===== config.mk =====
export PLATFORM = sky130hd
export DESIGN_NAME = osc_bank
export DESIGN_NICKNAME = d
export VERILOG_FILES = /design/src/rtl/osc_bank.sv
export SDC_FILE = /design/constraint.sdc
export NUM_CORES = 1
export LEC_CHECK = 0
export CAP_MARGIN = 40
export CORE_AREA = 2 2 143 145
export CTS_CLUSTER_DIAMETER = 80
export DETAILED_ROUTE_END_ITERATION = 12
export DIE_AREA = 0 0 145 147
export DONT_BUFFER_PORTS = 1
export GPL_ROUTABILITY_DRIVEN = 0
export GPL_TIMING_DRIVEN = 0
export PLACE_DENSITY = 0.69
export SLEW_MARGIN = 20
export SYNTH_ARGS = -nofsm -noshare
export SYNTH_HDL_FRONTEND = slang
export SYNTH_SLANG_ARGS = --single-unit

===== constraint.sdc =====
create_clock -name clk -period 10 [get_ports clk]
set_clock_uncertainty 0.05 [all_clocks]
set_input_delay 2 -clock clk [delete_from_list [all_inputs] [get_ports clk]]
set_output_delay 2 -clock clk [all_outputs]
set_load 0.02 [all_outputs]

===== src/rtl/osc_bank.sv =====
// Time-multiplexed oscillator bank: N_VOICES square/pulse/saw voices mixed serially with saturation.
// Optional sawtooth mode is enabled by defining OSC_BANK_SAW_EN; otherwise mode 3 acts as off.
module osc_bank #(
    parameter int N_VOICES      = 4,
    parameter int SAMPLE_W      = 16,
    parameter int PHASE_W       = 24,
    parameter int SAMPLE_PERIOD = 2272
) (
    input  logic                         clk,
    input  logic                         rst,
    input  logic [2*N_VOICES-1:0]        voice_mode,
    input  logic [PHASE_W*N_VOICES-1:0]  voice_delta,
    input  logic [PHASE_W*N_VOICES-1:0]  voice_width,
    input  logic [4*N_VOICES-1:0]        voice_shift,
    input  logic [N_VOICES-1:0]          voice_sync,
    output logic [SAMPLE_W-1:0]          sample_out,
    output logic                         sample_valid,
    output logic                         busy
);

    localparam int ACC_W = SAMPLE_W + $clog2(N_VOICES) + 1;
    localparam int IDX_W = (N_VOICES > 1) ? $clog2(N_VOICES) : 1;
    localparam int CNT_W = $clog2(SAMPLE_PERIOD);

    localparam logic signed [SAMPLE_W-1:0] FULL = {1'b0, {(SAMPLE_W-1){1'b1}}};
    localparam logic signed [ACC_W-1:0] ACC_MAX = {{(ACC_W-SAMPLE_W+1){1'b0}}, {(SAMPLE_W-1){1'b1}}};
    localparam logic signed [ACC_W-1:0] ACC_MIN = {{(ACC_W-SAMPLE_W+1){1'b1}}, {(SAMPLE_W-1){1'b0}}};

    typedef enum logic [1:0] {IDLE, ACCUM, EMIT} state_t;

    state_t                   state, state_next;
    logic [CNT_W-1:0]         cnt;
    logic [IDX_W-1:0]         idx;
    logic signed [ACC_W-1:0]  acc;
    logic [PHASE_W-1:0]       phase [N_VOICES];
    logic [N_VOICES-1:0]      sync_flag;
    logic                     tick;

    logic [1:0]               sel_mode;
    logic [PHASE_W-1:0]       sel_delta, sel_width, sel_phase;
    logic [3:0]               sel_shift;
    logic                     sel_sync;

    logic [PHASE_W-1:0]       p, next_phase;
    logic                     active;
    logic signed [SAMPLE_W-1:0] wave;
    logic signed [ACC_W-1:0]  wave_ext, contrib;
    logic [SAMPLE_W-1:0]      sat;

    assign tick = (cnt == '0);

    // Select the configuration and state of the voice visited this cycle.
    always_comb begin
        sel_mode  = '0;
        sel_delta = '0;
        sel_width = '0;
        sel_shift = '0;
        sel_phase = '0;
        sel_sync  = 1'b0;
        for (int unsigned i = 0; i < N_VOICES; i++) begin
            if (idx == IDX_W'(i)) begin
                sel_mode  = voice_mode[2*i +: 2];
                sel_delta = voice_delta[PHASE_W*i +: PHASE_W];
                sel_width = voice_width[PHASE_W*i +: PHASE_W];
                sel_shift = voice_shift[4*i +: 4];
                sel_phase = phase[i];
                sel_sync  = sync_flag[i] | voice_sync[i];
            end
        end
    end

    always_comb begin
        p      = sel_sync ? '0 : sel_phase;
        active = 1'b0;
        wave   = '0;
        case (sel_mode)
            2'd1: begin
                active = 1'b1;
                wave   = p[PHASE_W-1] ? -FULL : FULL;
            end
            2'd2: begin
                active = 1'b1;
                wave   = (p < sel_width) ? FULL : -FULL;
            end
`ifdef OSC_BANK_SAW_EN
            2'd3: begin
                active = 1'b1;
                wave   = {~p[PHASE_W-1], p[PHASE_W-2 -: SAMPLE_W-1]};
            end
`endif
            default: ;
        endcase
        wave_ext   = ACC_W'(wave);
        contrib    = wave_ext >>> sel_shift;
        next_phase = active ? (p + sel_delta) : '0;
    end

    always_comb begin
        if (acc > ACC_MAX)
            sat = ACC_MAX[SAMPLE_W-1:0];
        else if (acc < ACC_MIN)
            sat = ACC_MIN[SAMPLE_W-1:0];
        else
            sat = acc[SAMPLE_W-1:0];
    end

    always_comb begin
        state_next = state;
        busy       = (state != IDLE);
        case (state)
            IDLE:    if (tick) state_next = ACCUM;
            ACCUM:   if (idx == IDX_W'(N_VOICES-1)) state_next = EMIT;
            EMIT:    state_next = IDLE;
            default: state_next = IDLE;
        endcase
    end

    always_ff @(posedge clk) begin
        if (rst) begin
            state        <= IDLE;
            cnt          <= '0;
            idx          <= '0;
            acc          <= '0;
            sample_out   <= '0;
            sample_valid <= 1'b0;
            sync_flag    <= '0;
            for (int unsigned i = 0; i < N_VOICES; i++)
                phase[i] <= '0;
        end else begin
            state        <= state_next;
            cnt          <= (cnt == CNT_W'(SAMPLE_PERIOD-1)) ? '0 : cnt + CNT_W'(1);
            sample_valid <= (state == EMIT);

            // A visit consumes the pending sync, including one arriving in that same cycle.
            for (int unsigned i = 0; i < N_VOICES; i++) begin
                if (state == ACCUM && idx == IDX_W'(i)) begin
                    phase[i]     <= next_phase;
                    sync_flag[i] <= 1'b0;
                end else if (voice_sync[i]) begin
                    sync_flag[i] <= 1'b1;
                end
            end

            case (state)
                IDLE: begin
                    if (tick) begin
                        acc <= '0;
                        idx <= '0;
                    end
                end
                ACCUM: begin
                    acc <= acc + contrib;
                    idx <= idx + IDX_W'(1);
                end
                EMIT:    sample_out <= sat;
                default: ;
            endcase
        end
    end

endmodule


### Word level (Yosys, flattened, before mapping)

Memory sizes are Yosys's and may differ from the RTL's.
Cells that the tools add are included.

* register bits: 56
* memory bits (writable): 96
* bits of input ports: 222
* output and inout port bits: 18
* memories: 1

* $add $sub $neg: 4
* magnitude comparators: 3
* eq/ne operators: 10
* shift operators: 1
* multiplexer cells: 57
* bitwise logic cells: 8
* reduce and logical (&&, ||, !) cells: 17

Memory list
* phase: depth 4, bits a word 24, rd ports 4, clocked after Yosys merged registers in 0, wr ports 4, line 35 `logic [PHASE_W-1:0] phase [N_VOICES];`

Operators by type and width (number)
* $mux 24: 18
* $mux 16: 4
* $pmux 19 s2: 1
* $pmux 16 s2: 1
* $add 24x24->24: 1
* $lt 24x24->1: 1
* $add 19x19->19: 1
* $gt 19x16->1 const B: 1
* $lt 19x16->1 const B: 1
* $mux 1: 19
* $mux 19: 1
* $sshr 16x4->19: 1
* $mux 4: 4
* $mux 2: 7
* $add 12x1->12 const B: 1
* $eq 12x12->1 const B: 1
* $logic_not 12->1: 1
* $reduce_or 2->1: 6
* $eq 2x2->1 const B: 4
* $or 1x1->1: 8
* $pmux 2 s2: 2
* $eq 2x1->1 const B: 3
* $logic_and 1x1->1: 4
* $logic_not 2->1: 2
* 5 further kinds: 7

### Depth between registers and ports, before layout

Gate-level depths: netlist (run 1).

* depth after elaboration: 12
* mapped depth: 34

### Worst setup path after synthesis (run 1)

No wires, ideal clock.

* path kind: input-to-reg
* from: in voice_sync[0]
* to: reg acc[17]
* setup time: 0.087 ns
* arrival: 6.429 ns
* path slack: 3.434 ns
* stages: 25
* buffers on the path: 1
* path through: nor2_1 > nor3_1 > a21oi_1 > o21ai_1 > clkbuf_1 > nor2_1 > ha_1 > a21oi_1 > nand2_1 > a211oi_1 > a21boi_0 > a31o_1 > a221oi_4 > inv_1 > o31a_1 > ha_1 > a21o_1 > a21oi_1 > o211ai_1 > a31oi_1 > o21bai_1 > a21oi_1 > o221ai_1 > xnor2_1 > o31ai_1

* word-level cells in the longest chain between the ends: 12

RTL lines
* from (decl): line 15 `input logic [N_VOICES-1:0] voice_sync,`
* $or 1x1->1 *: line 67 `sel_sync = sync_flag[i] | voice_sync[i];`
* $mux 1 * (4 in a row): line 61 `if (idx == IDX_W'(i)) begin`
* $mux 24 *: line 73 `p = sel_sync ? '0 : sel_phase;`
* $lt 24x24->1: line 83 `wave = (p < sel_width) ? FULL : -FULL;`
* $mux 16: line 83
* $pmux 16 s2 *: line 76 `case (sel_mode)`
* $sshr 16x4->19 *: line 94 `contrib = wave_ext >>> sel_shift;`
* $add 19x19->19 *: line 152 `acc <= acc + contrib;`
* $pmux 19 s2 *: line 144 `case (state)`
* to (signal assigned): line 152
* to (decl): line 34 `logic signed [ACC_W-1:0] acc;`

Every way passes the cells marked *; elsewhere a longest branch is shown, timed or not.
A chain may end at the register's enable or synchronous reset.

### Worst setup path after layout (run 1)

* from: reg idx[0]
* to: reg acc[17]

* word-level cells in the longest chain between the ends: 12

RTL lines
* from (decl): line 33 `logic [IDX_W-1:0] idx;`
* from (signal assigned): line 153 `idx <= idx + IDX_W'(1);`
* $logic_not 2->1: line 61
* $mux 24 or $mux 1 (tied branches) (4 in a row): line 61
* $mux 24: line 73
* $lt 24x24->1: line 83
* $mux 16: line 83
* $pmux 16 s2: line 76
* $sshr 16x4->19 *: line 94
* $add 19x19->19 *: line 152
* $pmux 19 s2 *: line 144

Marked as above.

==> results of run 1 <==
synth_stat cells (2+ instances only):
cell	instances	share of area, %
nor2b_1	9	0.53
buf_6	2	0.21
nor4_1	3	0.18
ha_1	73	8.6
or2_2	9	0.53
o21a_1	7	0.49
a211o_1	2	0.16
o31a_1	2	0.16
nand3_1	25	1.2
o21bai_1	4	0.28
edfxtp_1	96	27
o221ai_1	3	0.25
a21boi_0	2	0.14
a221oi_1	3	0.25
o21ai_0	67	3.1
a21o_1	18	1.3
and3_1	8	0.47
and2_1	5	0.29
a211oi_1	2	0.14
mux2i_1	14	1.3
fa_1	2	0.38
a22oi_1	38	2.7
a21oi_1	236	11
xor2_1	20	1.6
o211a_1	2	0.19
nand3b_1	4	0.28
o211ai_1	3	0.21
or3_1	4	0.23
xnor2_1	23	1.9
dfxtp_1	56	11
clkbuf_1	79	2.8
buf_1	8	0.28
nand2b_1	17	1.0
nor2_1	319	11
inv_1	23	0.81
o31ai_1	2	0.14
o21ai_1	3	0.14
nor3_1	20	0.94
a31oi_1	7	0.41
nand2_1	132	4.7
nand4_1	8	0.47
stage by stage:
step	utilization (%)	cells	worst slack [ns]	hold WS [ns]	area, sq um
finish	58.58	1678	1.730	0.4212	11620
global route	58.58	1678	1.163	0.4554	11620
CTS	58.58	1678	1.900	0.4244	11620
detailed placement	55.54	1646	1.963	0.4078	11020
global placement	55.37	1644	2.047	0.3973	10990
floorplan	-	1374	3.434	0.3800	10650
logic make-up after synthesis:
logic type                 count (synthesis)  share of synthesized area, %
and+or+nand+nor                          567                         22.36
adders and majority gates                 75                         8.952
muxes                                     14                         1.316
AOI/OAI and AO/OA                        410                         22.11
xor gates and xnor gates                  43                         3.536
buffers and inverters                    113                         4.135
DFF                                      152                         37.59
layout make-up:
| class | count | area [sq um] | share of cell area (%) |
|---|---|---|---|
| multi-input cells | 1109 | 6208 | 53.41 |
| flip-flops and latches | 152 | 4004 | 34.44 |
| clock buffers | 17 | 425.4 | 3.659 |
| plain buffers | 90 | 354.1 | 3.046 |
| well taps | 270 | 337.8 | 2.906 |
| clock inverters | 15 | 178.9 | 1.539 |
| inverters | 23 | 86.33 | 0.7427 |
| repair buffers | 2 | 30.03 | 0.2583 |
registers in the layout (all words and copies together), names as in the netlist:
| signal | flops |
|---|---|
| phase | 96 |
| idx | 2 |
| state | 2 |
| sample_out | 16 |
| acc | 19 |
| sync_flag | 4 |
| sample_valid | 1 |
| cnt | 12 |
power by group:
group | internal, mW | leakage, nW | switching [mW]
combinational | 0.289 | 3.09 | 0.567
sequential | 0.706 | 1.45 | 0.0164
clock | 0.359 | 0.293 | 0.306
how the worst max path moves through the flow:
stage / startpoint / end / slack [ns] / cells past startpoint
2_1_floorplan: voice_sync[0] / acc[17] / 3.43 / 25
3_3_place_gp: idx[0] / acc[18] / 2.05 / 31
3_5_place_dp: idx[0] / acc[18] / 1.96 / 31
4_1_cts: idx[0] / acc[17] / 1.90 / 29
5_1_grt: idx[0] / acc[17] / 1.16 / 29
6_report: idx[0] / acc[17] / 1.73 / 29
worst register-to-register path, delay by kind of cell, from the launching register on:
family,cells,cell delay (ns)
adders and majority gates,3,0.69
AOI/OAI and AO/OA,12,2.46
buffers and inverters,7,2.94
DFF,1,0.36
xor gates and xnor gates,1,0.16
muxes,1,0.15
and+or+nand+nor,5,1.38
routing by layer:
metal  part of all wire, %  wire length (um)
met1                    39             13540
met2                    50             17340
met3                   8.1              2814
met4                   3.4              1176
met5                     0                 0
==> impl_metrics.csv, run 1 <==
group,metric,value,unit
route,avgViaCountPerCell,6.113,
cells_and_area,drive_above_1_share,3.622,%
place,hpwlAfterDp,26650,um
setup_path,crit_path_end_kind,"flip-flop",
clocking,tritoncts,"done",
min_path,hold_start,"cnt[0]",
route,num_vias,10260,
die,fp.coreArea,19840,sq um
global_routing,grt_usage,32.17,%
route,routedWlPerCell,20.78,um
cells_and_area,n_antenna_cell,0,
power_and_ir_drop,power,2.244,mW
sta,tightest_slew,0.8245,ns
synthesis,synth_top_flop_cell,"edfxtp_1",
sta,maxSlewViolCount,0,
cells_and_area,final_cell_mix,"nor2_1, a21oi_1, nand2_1",
global_routing,use_met3,5.435,%
job,drv_cap,0,
die,ios,240,
global_routing,top_usage_layer,"met2",
clocking,cts_setup_buffers,0,
outcome,status,"completed",
cells_and_area,synthToLayoutAreaGrowth,9.152,%
global_routing,use_met1,39.73,%
power_and_ir_drop,power_density,193.0,nW/um^2
clocking,postCtsHoldBufs,0,
cells_and_area,layout_commonest_cell,"nor2_1",
sta,finalSetupTns,0,ns
synthesis,synth_nets,1671,
min_path,whs_path_depth,1,
sta,setup_viol,0,
clocking,ctsHtreeMaxLevel,4,
setup_path,worst_path_max_delay_cell,"nor4_1",
global_routing,grt_pass1_wl,53160,um
die,initial_core_util,53.67,%
route,drt_iter0_markers,962,
die,die_h,147,um
power_and_ir_drop,leakage,4.833,nW
min_path,min_path_type,"reg2reg",
route,ant_nets,0,
clocking,cts_resized,0,
sta,fin_crit,8.270,ns
sta,rsz0062_at_grt,"false",
setup_path,rrSetupSlack,1.73,ns
synthesis,seq_area_frac_synth,37.59,%
route,routed_wl,34870,um
min_path,holdPathEnd,"cnt[0]",
place,port_buffers,0,
setup_path,cp_data_required_time,10.31,ns
synthesis,syn_area,10650,sq um
sta,timing.fmax,120.9,MHz
clocking,clock_sinks,152,
setup_path,arrival,8.58,ns
synthesis,synth.avg_cell_area,7.751,sq um
setup_path,start_kind,"flip-flop",
synthesis,async_flop_share,0,%
setup_path,cp_top_family,"buffers and inverters",
global_routing,globalRoute.totalOverflow,0,
synthesis,synth_seq_cells,152,
route,drc,0,
clocking,clk_pin_slew,0.07,ns
global_routing,met2_usage,56.57,%
synthesis,synth-edff-count,96,
die,row_count,52,
setup_path,path_common_cell,"clkbuf_1",
route,dr.pass1.iters,5,
die,die_x,145,um
global_routing,antenna_found_initial,0,
clocking,clock-root-buffer,"clkbuf_16",
setup_path,reg2reg_to,"acc[17]",
clocking,cts_buffers,17,
setup_path,cp_max_fo,10,
global_routing,grt_pass1_vias,9903,
synthesis,yosysWarnings,0,
setup_path,critical_path_buf_inv_count,7,
power_and_ir_drop,max-vdd-ir-drop,164.8,uV
global_routing,grt_max_degree,26,
sta,final_hold_viol_count,0,
synthesis,synth_cell_type_count,55,
clocking,cts_buffer_depth,2,
sta,fin_crit_sh,82.70,%
cells_and_area,nets,1692,
clocking,insertion_delay,0.44,ns
die,fp.dieArea,21320,sq um
setup_path,rr_startpoint,"idx[0]",
sta,timing.slew.headroom,45.03,%
setup_path,rr_worst_depth,29,
synthesis,netlist_instances,1374,
setup_path,critPathMaxStageDelay,0.61,ns
cells_and_area,n_fill_cell,1877,
setup_path,worst-setup-path-type,"reg2reg",
(Power assumes the default switching activity.)
==> run 2, diff against run 1 <==
clock period = 8.05 ns   (was 10 ns; I/O delays follow)
==> run 2 against run 1 <==
Sequential power grew 24%. Setup slack got worse by 1.2 ns. Critical path depth increased by 1. Routed wire length shrank 0.11%. Sequential share of layout area about the same. Critical path type unchanged. Critical endpoint unchanged. Highest routed layer unchanged.
==> impl_metrics.csv, run 2 (synthesis gave the netlist of run 1 again) <==
group,metric,value,unit
cells_and_area,n_antenna_cell,0,
setup_path,cp_max_fo,10,
cells_and_area,seqCellArea,4004,sq um
sta,fin_crit,7.546,ns
setup_path,worst_path_max_delay_cell,"clkbuf_1",
cells_and_area,layout_commonest_cell,"nor2_1",
global_routing,grt_pass1_wl,53160,um
cells_and_area,fin_util,58.66,%
setup_path,critPathMaxStageDelay,0.45,ns
job,drv_cap,0,
place,hpwlAfterDp,26650,um
clocking,cts_buffer_depth,2,
sta,setup_viol,0,
route,drt_iter0_markers,943,
clocking,clk_pin_slew,0.07,ns
place,port_buffers,0,
global_routing,antenna_found_initial,0,
clocking,insertion_delay,0.44,ns
cells_and_area,synthToLayoutAreaGrowth,9.293,%
sta,timing.slew.headroom,45.03,%
setup_path,arrival,7.85,ns
clocking,cts_buffers,17,
die,die_h,147,um
sta,final_hold_viol_count,0,
route,num_vias,10220,
die,fp.coreArea,19840,sq um
sta,tightest_slew,0.8245,ns
sta,timing.fmax,132.5,MHz
power_and_ir_drop,max-vdd-ir-drop,206.3,uV
clocking,postCtsHoldBufs,0,
clocking,cts_setup_buffers,0,
route,routed_wl,34830,um
clocking,clock_sinks,152,
cells_and_area,nets,1692,
die,row_count,52,
sta,hold_ws,0.4212,ns
setup_path,start_kind,"flip-flop",
route,drc,0,
clocking,ctsHtreeMaxLevel,4,
global_routing,globalRoute.totalOverflow,0,
global_routing,grt_usage,32.17,%
route,avgViaCountPerCell,6.092,
sta,maxSlewViolCount,0,
die,fp.dieArea,21320,sq um
die,ios,240,
sta,finalSetupTns,0,ns
route,ant_nets,0,
cells_and_area,n_fill_cell,1873,
outcome,status,"completed",
global_routing,grt_max_degree,26,
cells_and_area,largest_reg_flops,96,
power_and_ir_drop,power,2.789,mW
power_and_ir_drop,power_density,239.6,nW/um^2
setup_path,cp_data_required_time,8.36,ns
cells_and_area,final_cell_mix,"nor2_1, a21oi_1, nand2_1",
setup_path,path_common_cell,"a21oi_1",
cells_and_area,design_area,11640,sq um
cells_and_area,largestRegisters,"phase x96, acc x19, sample_out x16",
clocking,clock-root-buffer,"clkbuf_16",
place,place_area,11020,sq um
clocking,tritoncts,"done",
cells_and_area,top_register,"phase",
route,dr.pass1.iters,8,
setup_path,crit_path_end_kind,"flip-flop",
min_path,min_path_type,"reg2reg",
global_routing,grt_pass1_vias,9903,
route,routedWlPerCell,20.76,um
power_and_ir_drop,leakage,4.857,nW
cells_and_area,multi_input_area,6215,sq um
cells_and_area,drive_above_1_share,4.190,%
clocking,cts_resized,1,
sta,fin_crit_sh,93.74,%
die,die_x,145,um
die,initial_core_util,53.67,%
setup_path,worst-setup-path-type,"reg2reg",
run 2: cell types whose count changed in the layout (fill, tap and decap cells not counted), sizes merged:
| cell | previous run | this run |
|---|---|---|
| buf | 13 | 12 |
| clkbuf | 96 | 97 |
run 2: routing by layer:
layer  track usage (%)  part of all wire, %
met5                 0                    0
met4             12.33                  3.3
met3             5.435                  6.6
met2             56.57                   50
met1             39.73                   40
run 2: worst paths after layout:
kind	from	endpoint	slack, ns	depth (start not counted)
setup / recovery	idx[0]	acc[17]	0.50	30
hold / removal	cnt[0]	cnt[0]	0.42	1
setup reg to reg	idx[0]	acc[17]	0.50	30
hold reg to reg	cnt[0]	cnt[0]	0.42	1
run 2: power by group:
part / switching, mW / total, mW / leakage (nW) / internal [mW]
Sequential: 0.0203 / 0.897 / 1.45 / 0.877
Combinational: 0.705 / 1.07 / 3.11 / 0.360
Clock: 0.381 / 0.826 / 0.293 / 0.446
Total: 1.11 / 2.79 / 4.86 / 1.68
run 2: per-stage QoR:
step / instances / setup WS (ns)
3_3_place_gp: 1644 / 0.09676
2_1_floorplan: 1374 / 1.874
4_1_cts: 1678 / 0.01973
5_1_grt: 1678 / -0.02906
3_5_place_dp: 1646 / 0.01337
6_report: 1678 / 0.5037
run 2: final cells by class:
| class | instances | area share [%] |
|---|---|---|
| Buffer | 90 | 3.117 |
| Clock buffer | 17 | 3.655 |
| Clock inverter | 15 | 1.537 |
| Inverter | 23 | 0.7417 |
| Multi-Input combinational cell | 1109 | 53.39 |
| Sequential cell | 152 | 34.40 |
| Tap cell | 270 | 2.902 |
| Timing Repair Buffer | 2 | 0.2580 |
run 2: worst max-delay path: cells and delay by family (launching register included):
kind                       cells  cell delay [ns]
AOI/OAI and AO/OA             16             3.60
xor gates and xnor gates       1             0.16
adders and majority gates      3             0.63
buffers and inverters          7             2.23
DFF                            1             0.36
and+or+nand+nor                3             0.42
==> run 3, diff against run 2 <==
BUFFER_PORTS_ARGS = -buffer_cell sky130_fd_sc_hd__buf_2   (was default)
CELL_PAD_IN_SITES_DETAIL_PLACEMENT = 1   (was default)
CELL_PAD_IN_SITES_GLOBAL_PLACEMENT = 1   (was default)
CORE_AREA = 2 2 167 169   (was 2 2 143 145)
DIE_AREA = 0 0 169 171   (was 0 0 145 147)
DONT_BUFFER_PORTS = default   (was 1)
PLACE_DENSITY = default   (was 0.69)
PLACE_DENSITY_LB_ADDON = 0.1   (was default)
==> run 3 against run 2 <==
Global-route usage down 3.5 points. Critical path type is now in2reg. Power up 4.2%. Clock power up 2%. Combinational power up 8%. Die area up 36%. First-iteration DRC count down 34%. Sequential share of layout area down 3.5 points. Largest cell class unchanged. Count of clock-buffer cells in the layout unchanged. Register-to-register slack better by 0.13 ns. Sequential power about the same. Routed wire length up 20%.
==> impl_metrics.csv, run 3 (synthesis gave the netlist of run 1 again) <==
group,metric,value,unit
global_routing,grt_max_degree,26,
global_routing,globalRoute.totalOverflow,0,
global_routing,grt_pass1_wl,62730,um
clocking,clock-root-buffer,"clkbuf_16",
power_and_ir_drop,power_density,224.2,nW/um^2
clocking,clock_sinks,152,
global_routing,antenna_found_initial,3,
global_routing,grt_usage,28.68,%
setup_path,reg2reg_to,"acc[18]",
route,dr.pass1.iters,4,
route,num_vias,11180,
job,drv_cap,0,
min_path,holdPathEnd,"sample_out[2]",
setup_path,arrival,7.76,ns
die,die_x,169,um
setup_path,path_common_cell,"a21oi_1",
route,routed_wl,41920,um
setup_path,rr_startpoint,"idx[0]",
cells_and_area,layout_commonest_cell,"nor2_1",
power_and_ir_drop,power,2.905,mW
cells_and_area,largestRegisters,"phase x96, acc x19, sample_out x16",
setup_path,start_kind,"input port",
power_and_ir_drop,pwr-share-comb,40.1,%
die,ios,240,
min_path,whs_path_depth,2,
place,place_area,12310,sq um
power_and_ir_drop,p_sw_share,41.43,%
power_and_ir_drop,p_int,1.701,mW
power_and_ir_drop,p_switching,1.203,mW
sta,finalSetupTns,0,ns
place,placed_cells,1961,
cells_and_area,fin_cells,1994,
setup_path,critical_path_buf_inv_count,4,
sta,timing.slew.headroom,40.63,%
clocking,cts_buffers,17,
sta,timing.fmax,133.2,MHz
sta,rsz0062_at_grt,"false",
place,hpwlAfterDp,32740,um
die,die_h,171,um
setup_path,cp_data_required_time,8.31,ns
setup_path,cp_max_fo,10,
sta,setup_ws,0.5416,ns
cells_and_area,nets,1930,
route,drc,0,
global_routing,grt_pass1_vias,11360,
clocking,ctsHtreeMaxLevel,4,
power_and_ir_drop,seqPwrFrac,30.9,%
outcome,status,"completed",
setup_path,critPathMaxStageDelay,0.49,ns
sta,maxSlewViolCount,0,
cells_and_area,synthToLayoutAreaGrowth,21.65,%
place,port_buffers,239,
setup_path,rr_worst_depth,28,
die,row_count,61,
setup_path,path_depth,27,
die,fp.dieArea,28900,sq um
power_and_ir_drop,leakage,5.867,nW
setup_path,crit_path_end_kind,"flip-flop",
route,drt_iter0_markers,620,
power_and_ir_drop,pwr-share-clk,29.0,%
place,dp_slack,-0.4256,ns
cells_and_area,top_register,"phase",
sta,fin_crit,7.508,ns
setup_path,worst_path_max_delay_cell,"clkbuf_1",
die,initial_core_util,38.98,%
route,ant_nets,0,
min_path,min_path_type,"reg2reg",
clocking,postCtsHoldBufs,0,
setup_path,worst-setup-path-type,"in2reg",
cells_and_area,design_area,12960,sq um
clocking,cts_setup_buffers,0,
sta,setup_viol,0,
setup_path,rrSetupSlack,0.63,ns
cells_and_area,largest_reg_flops,96,
cells_and_area,drive_above_1_share,18.77,%
clocking,cts_buffer_depth,2,
die,fp.coreArea,27320,sq um
route,routedWlPerCell,21.02,um
sta,final_hold_viol_count,0,
power_and_ir_drop,max-vdd-ir-drop,128.5,uV
min_path,hold_start,"sample_out[2]",
setup_path,cp_top_family,"compound AO/OA/AOI/OAI gates",
clocking,insertion_delay,0.44,ns
clocking,tritoncts,"done",
route,avgViaCountPerCell,5.606,
sta,fin_crit_sh,93.27,%
clocking,clk_pin_slew,0.08,ns
sta,tightest_slew,0.8905,ns
cells_and_area,final_cell_mix,"nor2_1, buf_2, a21oi_1",
-- run 3: cell types whose count changed in the layout (fill, tap and decap cells not counted), sizes merged --
| cell | change |
|---|---|
| clkinvlp | -2 |
| diode | +2 |
| clkinv | +3 |
| buf | +238 |
| bufinv | -1 |
-- run 3: timing repair --
| item | 4_1_cts | 5_1_grt |
|---|---|---|
| resized for setup | 4 | 29 |
| setup endpoints to repair | 6 | 7 |
| cloned | 0 | 0 |
-- run 3: area by class of cell --
| class | count | area [sq um] |
|---|---|---|
| fill | 3521 | 14370 |
| multi-input combinational | 1109 | 6215 |
| sequential | 152 | 4004 |
| timing repair buffer | 241 | 1226 |
| tap | 346 | 432.9 |
| clock buffer | 17 | 425.4 |
| buffer | 89 | 375.4 |
| clock inverter | 15 | 186.4 |
| inverter | 23 | 86.33 |
| antenna | 2 | 5.005 |
-- run 3: worst reg2reg max path, delay by kind of cell (launching register included) --
kind	cells	cell delay, ns
xor+xnor	1	0.24
fa+ha+maj	4	1.09
simple gates	4	0.67
compound gates	12	2.53
mux	1	0.28
flops	1	0.43
buf+inv	6	2.01
-- run 3: power groups by stage --
stage               Sequential (mW)  Clock (mW)  Combinational [mW]
floorplan                     0.908           0               0.765
global placement              0.912           0                1.12
detailed placement            0.914           0                1.15
CTS                           0.898       0.850                1.16
global route                  0.903       0.881                1.29
finish                        0.898       0.842                1.16
-- run 3: layer usage --
| layer | track usage [%] | share of wire (%) | up-vias |
|---|---|---|---|
| li1 | - | - | 5342 |
| met1 | 33.20 | 41 | 5494 |
| met2 | 53.94 | 52 | 269 |
| met3 | 4.511 | 4.3 | 72 |
| met4 | 9.365 | 3.0 | 2 |
| met5 | 0 | 0.038 | - |
-- run 3: worst max path at each step --
stage,start,endpoint,slack (ns)
after floorplan,voice_sync[0],acc[17],1.87
after global placement,idx[0],acc[18],-0.29
after detailed placement,idx[0],acc[18],-0.43
after CTS,idx[0],acc[18],0.08
after global routing,voice_sync[1],acc[18],0.03
final,voice_sync[0],acc[18],0.54
-- run 3: stage by stage --
stage / util (%) / hold slack, ns
after detailed placement: 45.06 / 0.3974
after global placement: 44.94 / 0.3877
after CTS: 47.32 / 0.4087
final: 47.42 / 0.4058
after global routing: 47.41 / 0.4255
after floorplan: - / 0.3800
